===== config.mk =====
export PLATFORM = sky130hd
export DESIGN_NAME = pc_sequencer
export DESIGN_NICKNAME = d
export VERILOG_FILES = /design/src/rtl/pc_sequencer.sv
export SDC_FILE = /design/constraint.sdc
export NUM_CORES = 1
export LEC_CHECK = 0
export ABC_AREA = 1
export ABC_CLOCK_PERIOD_IN_PS = 5200
export BUFFER_PORTS_ARGS = -buffer_cell sky130_fd_sc_hd__clkbuf_2
export CORE_ASPECT_RATIO = 0.6
export CORE_MARGIN = 3
export CORE_UTILIZATION = 54
export DETAILED_ROUTE_END_ITERATION = 12
export PLACE_DENSITY = 0.88
export SLEW_MARGIN = 0
export SYNTH_ARGS = -nofsm -noshare
export SYNTH_HDL_FRONTEND = slang
export SYNTH_SLANG_ARGS = --single-unit

===== constraint.sdc =====
create_clock -name clk -period 5.2 [get_ports clk]
set_input_delay 0.78 -clock clk [delete_from_list [all_inputs] [get_ports clk]]
set_output_delay 0.78 -clock clk [all_outputs]
set_load 0.02 [all_outputs]

===== src/rtl/pc_sequencer.sv =====
// Program-counter sequencer: IDLE/RUN/HALT control of a word-addressed PC
// with stall, halt/resume, jump/branch redirect and retired/redirect counters.
module pc_sequencer #(
    parameter logic [31:0] RESET_PC = 32'h0000_0000,
    parameter int          CNT_W    = 32
) (
    input  logic             clk,
    input  logic             rst,
    input  logic             start,
    input  logic             stall,
    input  logic             halt,
    input  logic             go,
    input  logic             jump,
    input  logic [31:0]      jump_target,
    input  logic             branch_taken,
    input  logic [31:0]      branch_target,
    output logic [31:0]      pc,
    output logic             pc_en,
    output logic             running,
    output logic             halted,
    output logic [CNT_W-1:0] retired_cnt,
    output logic [CNT_W-1:0] redirect_cnt
);

    localparam logic [CNT_W-1:0] CNT_ONE = {{(CNT_W-1){1'b0}}, 1'b1};

    // S_IDLE: waiting for start | S_RUN: fetching | S_HALT: waiting for go
    typedef enum logic [1:0] {
        S_IDLE = 2'd0,
        S_RUN  = 2'd1,
        S_HALT = 2'd2
    } state_t;

    state_t           r_state;
    state_t           w_state_nxt;
    logic [31:0]      r_pc;
    logic [31:0]      w_pc_nxt;
    logic [31:0]      w_pc_inc;
    logic             w_pc_en;
    logic             w_retire;
    logic             w_redirect;
    logic [CNT_W-1:0] r_retired;
    logic [CNT_W-1:0] r_redirect;

    assign w_pc_inc = r_pc + 32'd1;

    always_comb begin
        w_state_nxt = r_state;
        w_pc_nxt    = r_pc;
        w_pc_en     = 1'b0;
        w_retire    = 1'b0;
        w_redirect  = 1'b0;
        case (r_state)
            S_IDLE: begin
                if (start) begin
                    w_state_nxt = S_RUN;
                end
            end
            S_RUN: begin
                if (!stall) begin
                    w_retire = 1'b1;
                    if (halt) begin
                        w_state_nxt = S_HALT;
                    end else begin
                        w_pc_en    = 1'b1;
                        w_redirect = jump | branch_taken;
                        if (jump) begin
                            w_pc_nxt = jump_target;
                        end else if (branch_taken) begin
                            w_pc_nxt = branch_target;
                        end else begin
                            w_pc_nxt = w_pc_inc;
                        end
                    end
                end
            end
            S_HALT: begin
                if (go) begin
                    w_state_nxt = S_RUN;
                    w_pc_en     = 1'b1;
                    w_pc_nxt    = w_pc_inc;
                end
            end
            default: begin
                w_state_nxt = S_IDLE;
            end
        endcase
    end

    always_ff @(posedge clk or posedge rst) begin
        if (rst) begin
            r_state <= S_IDLE;
        end else begin
            r_state <= w_state_nxt;
        end
    end

    always_ff @(posedge clk or posedge rst) begin
        if (rst) begin
            r_pc       <= RESET_PC;
            r_retired  <= '0;
            r_redirect <= '0;
        end else begin
            r_pc <= w_pc_nxt;
            if (w_retire) begin
                r_retired <= r_retired + CNT_ONE;
            end
            if (w_redirect) begin
                r_redirect <= r_redirect + CNT_ONE;
            end
        end
    end

    // pc_en is a next-edge indicator, so it must drop the moment rst rises
    assign pc_en        = w_pc_en & ~rst;
    assign pc           = r_pc;
    assign running      = (r_state == S_RUN);
    assign halted       = (r_state == S_HALT);
    assign retired_cnt  = r_retired;
    assign redirect_cnt = r_redirect;

endmodule


Word level (Yosys, flattened, before mapping)
Index checks and enable logic that the tools add are counted.

Register bits after elaboration: 98. Input port bits: 72. Output and inout port bits: 99. Logic and storage cells: 41.

$add $sub $neg: 3. Multiplexer cells: 20. Reductions and logical operators: 4. Eq/ne operators: 7. Bitwise gates (word level): 3.

Operators with widths (number): 2-to-1 mux 32 bit (5); adder 32 x 1 -> 32 bit, second input constant (3); case mux 32 bit (2 select lines) (1); != test 2 bit, second input constant (5); 2-to-1 mux 1 bit (8); 2-to-1 mux 2 bit (4); AND reduction 4 bit (2); case mux 2 bit (3 select lines) (1); == test 2 x 1 -> 1 bit, second input constant (1); == test 2 bit, second input constant (1); zero test 2 bit (1); case mux 1 bit (2 select lines) (1); nonzero test 2 bit (1); bitwise AND 1 bit (1); inverter 1 bit (1); OR 1 bit (1).

Logic depth before layout (Yosys ltp)
Depth in word-level cells: 6. Gate-level depth with buffers: 12. Depth with buffers taken out: 11.

Worst setup path after synthesis
OpenSTA, ideal clock, no wires.

Path type: input to output. Start: in rst. End: out pc_en. Stages: 3. Data arrival time: 3.308 ns. Data required time: 4.420 ns. Slack: 1.112 ns. Path buffers: 0. Path through: inv_1 nand2_1 nor2_1.

Word-level cells in the longest chain between the ends: 2.

RTL lines: start: declaration (RTL line 8) `input logic rst,`; inverter 1 bit (RTL line 115) `assign pc_en = w_pc_en & ~rst;`; bitwise AND 1 bit (RTL line 115); end: declaration (RTL line 18) `output logic pc_en,`.

Every way passes these cells.

Worst setup path in the final report
Start: reg r_state[0]. End: reg r_pc[19], in the netlist pc[19].

Word-level cells in the longest chain between the ends: 3. Elaborated cells between the ends (all ways): 8. Classes of those cells: eq/ne (5); mux (1); reduce/logical (2).

RTL lines: start: declaration (RTL line 34) `state_t r_state;`; start signal: assignment (RTL line 94) `r_state <= w_state_nxt;`; == test 2 x 1 -> 1 bit or == test 2 bit (tied branches) (RTL line 53) `case (r_state)`; != test 2 bit (no line) or nonzero test 2 bit (tied branches); AND reduction 4 bit (no line); end signal: assignment (RTL line 104) `r_pc <= w_pc_nxt;`; end: declaration (RTL line 36) `logic [31:0] r_pc;`.

Several ways; a longest one is shown, not always the timed one. A chain may end at the register's enable or synchronous reset.

==> results.md <==
- Status: finished clean
- WL final: 19.28 mm
- Cell area after synthesis: 6419 um^2
- I/O pin total: 171
- WS Path Type: reg -> reg
- Num rows: 30
- Cts hold-fix bufs: 0
- M1 WL: 9.320 mm
- P_int: 1.753 mW
- DR pass1 iterations: 6
- R2r worst-path depth: 10
- Drt wl/cell: 15.48 um
- DR top layer: met4
- Clock root cell: clkbuf_16
- Num CTS Buffers: 9
- Die Ht: 90.45 um
- PostCTS Resize Cnt: 0
- Worst-Skew Late Latency: 0.34 ns
- RSZ-0062 raised after global routing: no
- Vias per Instance: 5.427
- Number of global-route vias before repair: 6128
- Starting Density: 0.5607
- Static Leak: 3.888 nW
- Largest net degree at the start of global routing: 65
- Req. time, crit path: 5.43 ns
- Final Max Tran Viols: 0
- First-pass GRT wire length: 31.14 mm
- Clk pwr share: 0.208
- N_diodes: 0
- Sw power: 1.510 mW
- Final count of hold timing violations: 0
- Initial antenna violation count: 0
- CP startpoint kind: flop
- CTS Buffer Depth: 2
- FF/Latch Area: 2452 um^2
- Post-Syn Instances: 922
- Gr ovfl total: 0
- Clk sinks: 98
- Synth cell types: 36
- CTS H-tree lvls: 3
- Worst Tran Pin Value: 0.8491 ns
- Slew HR: 0.4333
- Tmin final: 3.156 ns
- CTS tree: yes
- Area grow syn2layout: 19.53%
- Placer Congestion: 1.018
- R2R Setup Slk: 2.04 ns
- Worst r2r src: r_state[0]
- DRC violation count after routing: 0
- Worst-path maximum fanout: 36
- Max frequency: 0.3168 GHz
- Final setup vio count: 0
- Gr usage total: 0.2854
- Sequential area share after synthesis: 0.3821
- Min-delay worst type: in -> async
- Arr. time, crit path: 3.39 ns
- Vias: 6762
- Post-CTS setup buffer count: 0
- Hpwl dp: 14.65 mm
- 1st-iter DRT viols: 611
- Nets: 1160
- Clock skew: 0.005362 ns
- Total power: 3.264 mW
- Final setup TNS: 0 ns
- Sequential power share: 0.379
- Power Dens Cells: 425.4 nW/um^2
- CTS clk-pin slew, worst paths: 0.07 ns
- DR WL met2: 8.002 mm
- Flops & latches, synth: 98
- Die W: 146.8 um
- Final Cycle Share: 0.6070
- Syn Nets: 1000
- Critical Path Sink Type: flop
- Synth Warn #: 0
- Switching portion of total power: 0.4628
- Metal3 WL: 1.883 mm
- Avg Cell Area, Syn: 6.962 um^2
- Core ar.: 11450 um^2
- RR Endpoint: pc[19]
- Fill cell count: 1027
- Layout cell share with drive strength beyond 1: 0.2026
- Post-route ant nets: 0
- Die footprint: 13270 um^2
- PortBufs: 170
- Area of the multi-input gates: 3567 um^2
- Max cap viols: 0
- Worst VDD drop: 0.0003545 V
- Comb pwr share: 0.414
worst max-delay path, cell delays in order (launching register included):
cell and delay [ns]:
dfrtp_1 0.35, inv_1 0.07, ha_1 0.29, inv_2 0.50, nor2_1 0.08, a21oi_1 0.20, nand2_2 0.39, inv_2 0.66
o21ai_0 0.25, o21ai_1 0.17, nand2_1 0.06
worst max path at each step:
stage               start      to  slack [ns]  depth (start not counted)
2_1_floorplan         rst   pc_en        1.11                          3
5_1_grt        r_state[0]  pc[19]        1.77                         10
4_1_cts        r_state[0]  pc[19]        2.14                         10
3_5_place_dp         jump  pc[21]        2.01                         10
6_report       r_state[0]  pc[19]        2.04                         10
3_3_place_gp         jump  pc[21]        2.18                         10
metrics by stage:
step	std cells	worst slack, ns	util	cell area [um^2]	hold slack (ns)
after floorplan	922	1.112	-	6419	0.4782
after global placement	1231	2.175	0.6444	7377	0.4860
after detailed placement	1231	2.007	0.6444	7377	0.4945
after CTS	1246	2.139	0.6702	7672	0.4679
after global routing	1246	1.771	0.6702	7672	0.4817
final	1246	2.044	0.6702	7672	0.4409
synthesized netlist by cell type:
cell      number  area [um^2]
o31ai_1        1        7.510
nor3_1        15        75.07
buf_1          2        7.510
o21bai_1       1        7.510
nand4_2        1        12.51
o22ai_1        5        31.28
o21ai_0       15        75.07
nor3b_1        3        22.52
or2_2          2        12.51
inv_2          8        30.03
nand2_1      311         1167
dfrtp_1       98         2452
nor2_1       128        480.5
nand2_2        3        18.77
buf_2         10        50.05
xnor2_1       21        183.9
nor3_4         1        16.27
nand3_2        1        10.01
nor3_2         1        10.01
clkinv_1       1        3.750
nand3_1       41        205.2
nand4_1       16        100.1
xor2_1        31        271.5
o21ai_1        8        40.04
ha_1           6        75.07
nand4_4        1        21.27
a22o_1        25        219.0
nand3b_1      15        112.6
or2_1          1        6.260
a21oi_1       50        250.2
inv_1         70        262.8
clkbuf_1       8        30.03
nor2_2        15        93.84
o211ai_1       4        30.03
nor2_4         1        11.26
buf_4          2        15.01
layout make-up:
cell class	count	share of cell area
tap	160	0.02609
sequential	98	0.3196
timing repair buffer	171	0.1119
clock buffer	11	0.03164
inverter	79	0.03898
multi-input combinational	723	0.4649
clock inverter	4	0.006849
power groups by stage:
| stage | registers (mW) | clock network, mW | logic [mW] |
|---|---|---|---|
| 3_3_place_gp | 1.23 | 0 | 1.30 |
| 4_1_cts | 1.22 | 0.682 | 1.34 |
| 6_report | 1.24 | 0.677 | 1.35 |
| 3_5_place_dp | 1.23 | 0 | 1.33 |
| 5_1_grt | 1.26 | 0.707 | 1.49 |
| 2_1_floorplan | 1.35 | 0 | 0.756 |
sequential cells by signal, indices dropped and copies added (netlist names):
name and cells:
redirect_cnt 32, pc 32, r_state 2, retired_cnt 32
layout by cell type (no fill, tap or decap), types with 2 or more instances in the layout:
master	netlist	layout
nand2_2	3	3
inv_1	70	69
nand3_1	41	41
nor2_2	15	15
or2_2	2	2
xor2_1	31	31
nor2_1	128	128
nand2_1	311	311
clkbuf_16	0	9
a22o_1	25	25
clkbuf_2	0	170
nand4_1	16	16
clkinvlp_4	0	3
o211ai_1	4	4
o21ai_0	15	15
dfrtp_1	98	98
nand3b_1	15	15
ha_1	6	6
xnor2_1	21	21
o22ai_1	5	5
a21oi_1	50	50
nor3b_1	3	3
o21ai_1	8	8
nor3_1	15	15
inv_2	8	8
metal layers:
metal / up-vias / global-route usage
met5: - / 0
met4: 0 / 0.03756
met3: 8 / 0.07272
met2: 323 / 0.4106
met1: 3141 / 0.4421
li1: 3290 / -
cells by family after synthesis:
| logic type | share of synthesized area |
|---|---|
| buf+inv | 0.06218 |
| simple gates | 0.3702 |
| fa+ha+maj | 0.01170 |
| xor+xnor | 0.07096 |
| flops | 0.3821 |
| compound gates | 0.1029 |
No activity file was read; power rests on OpenSTA's default activity.
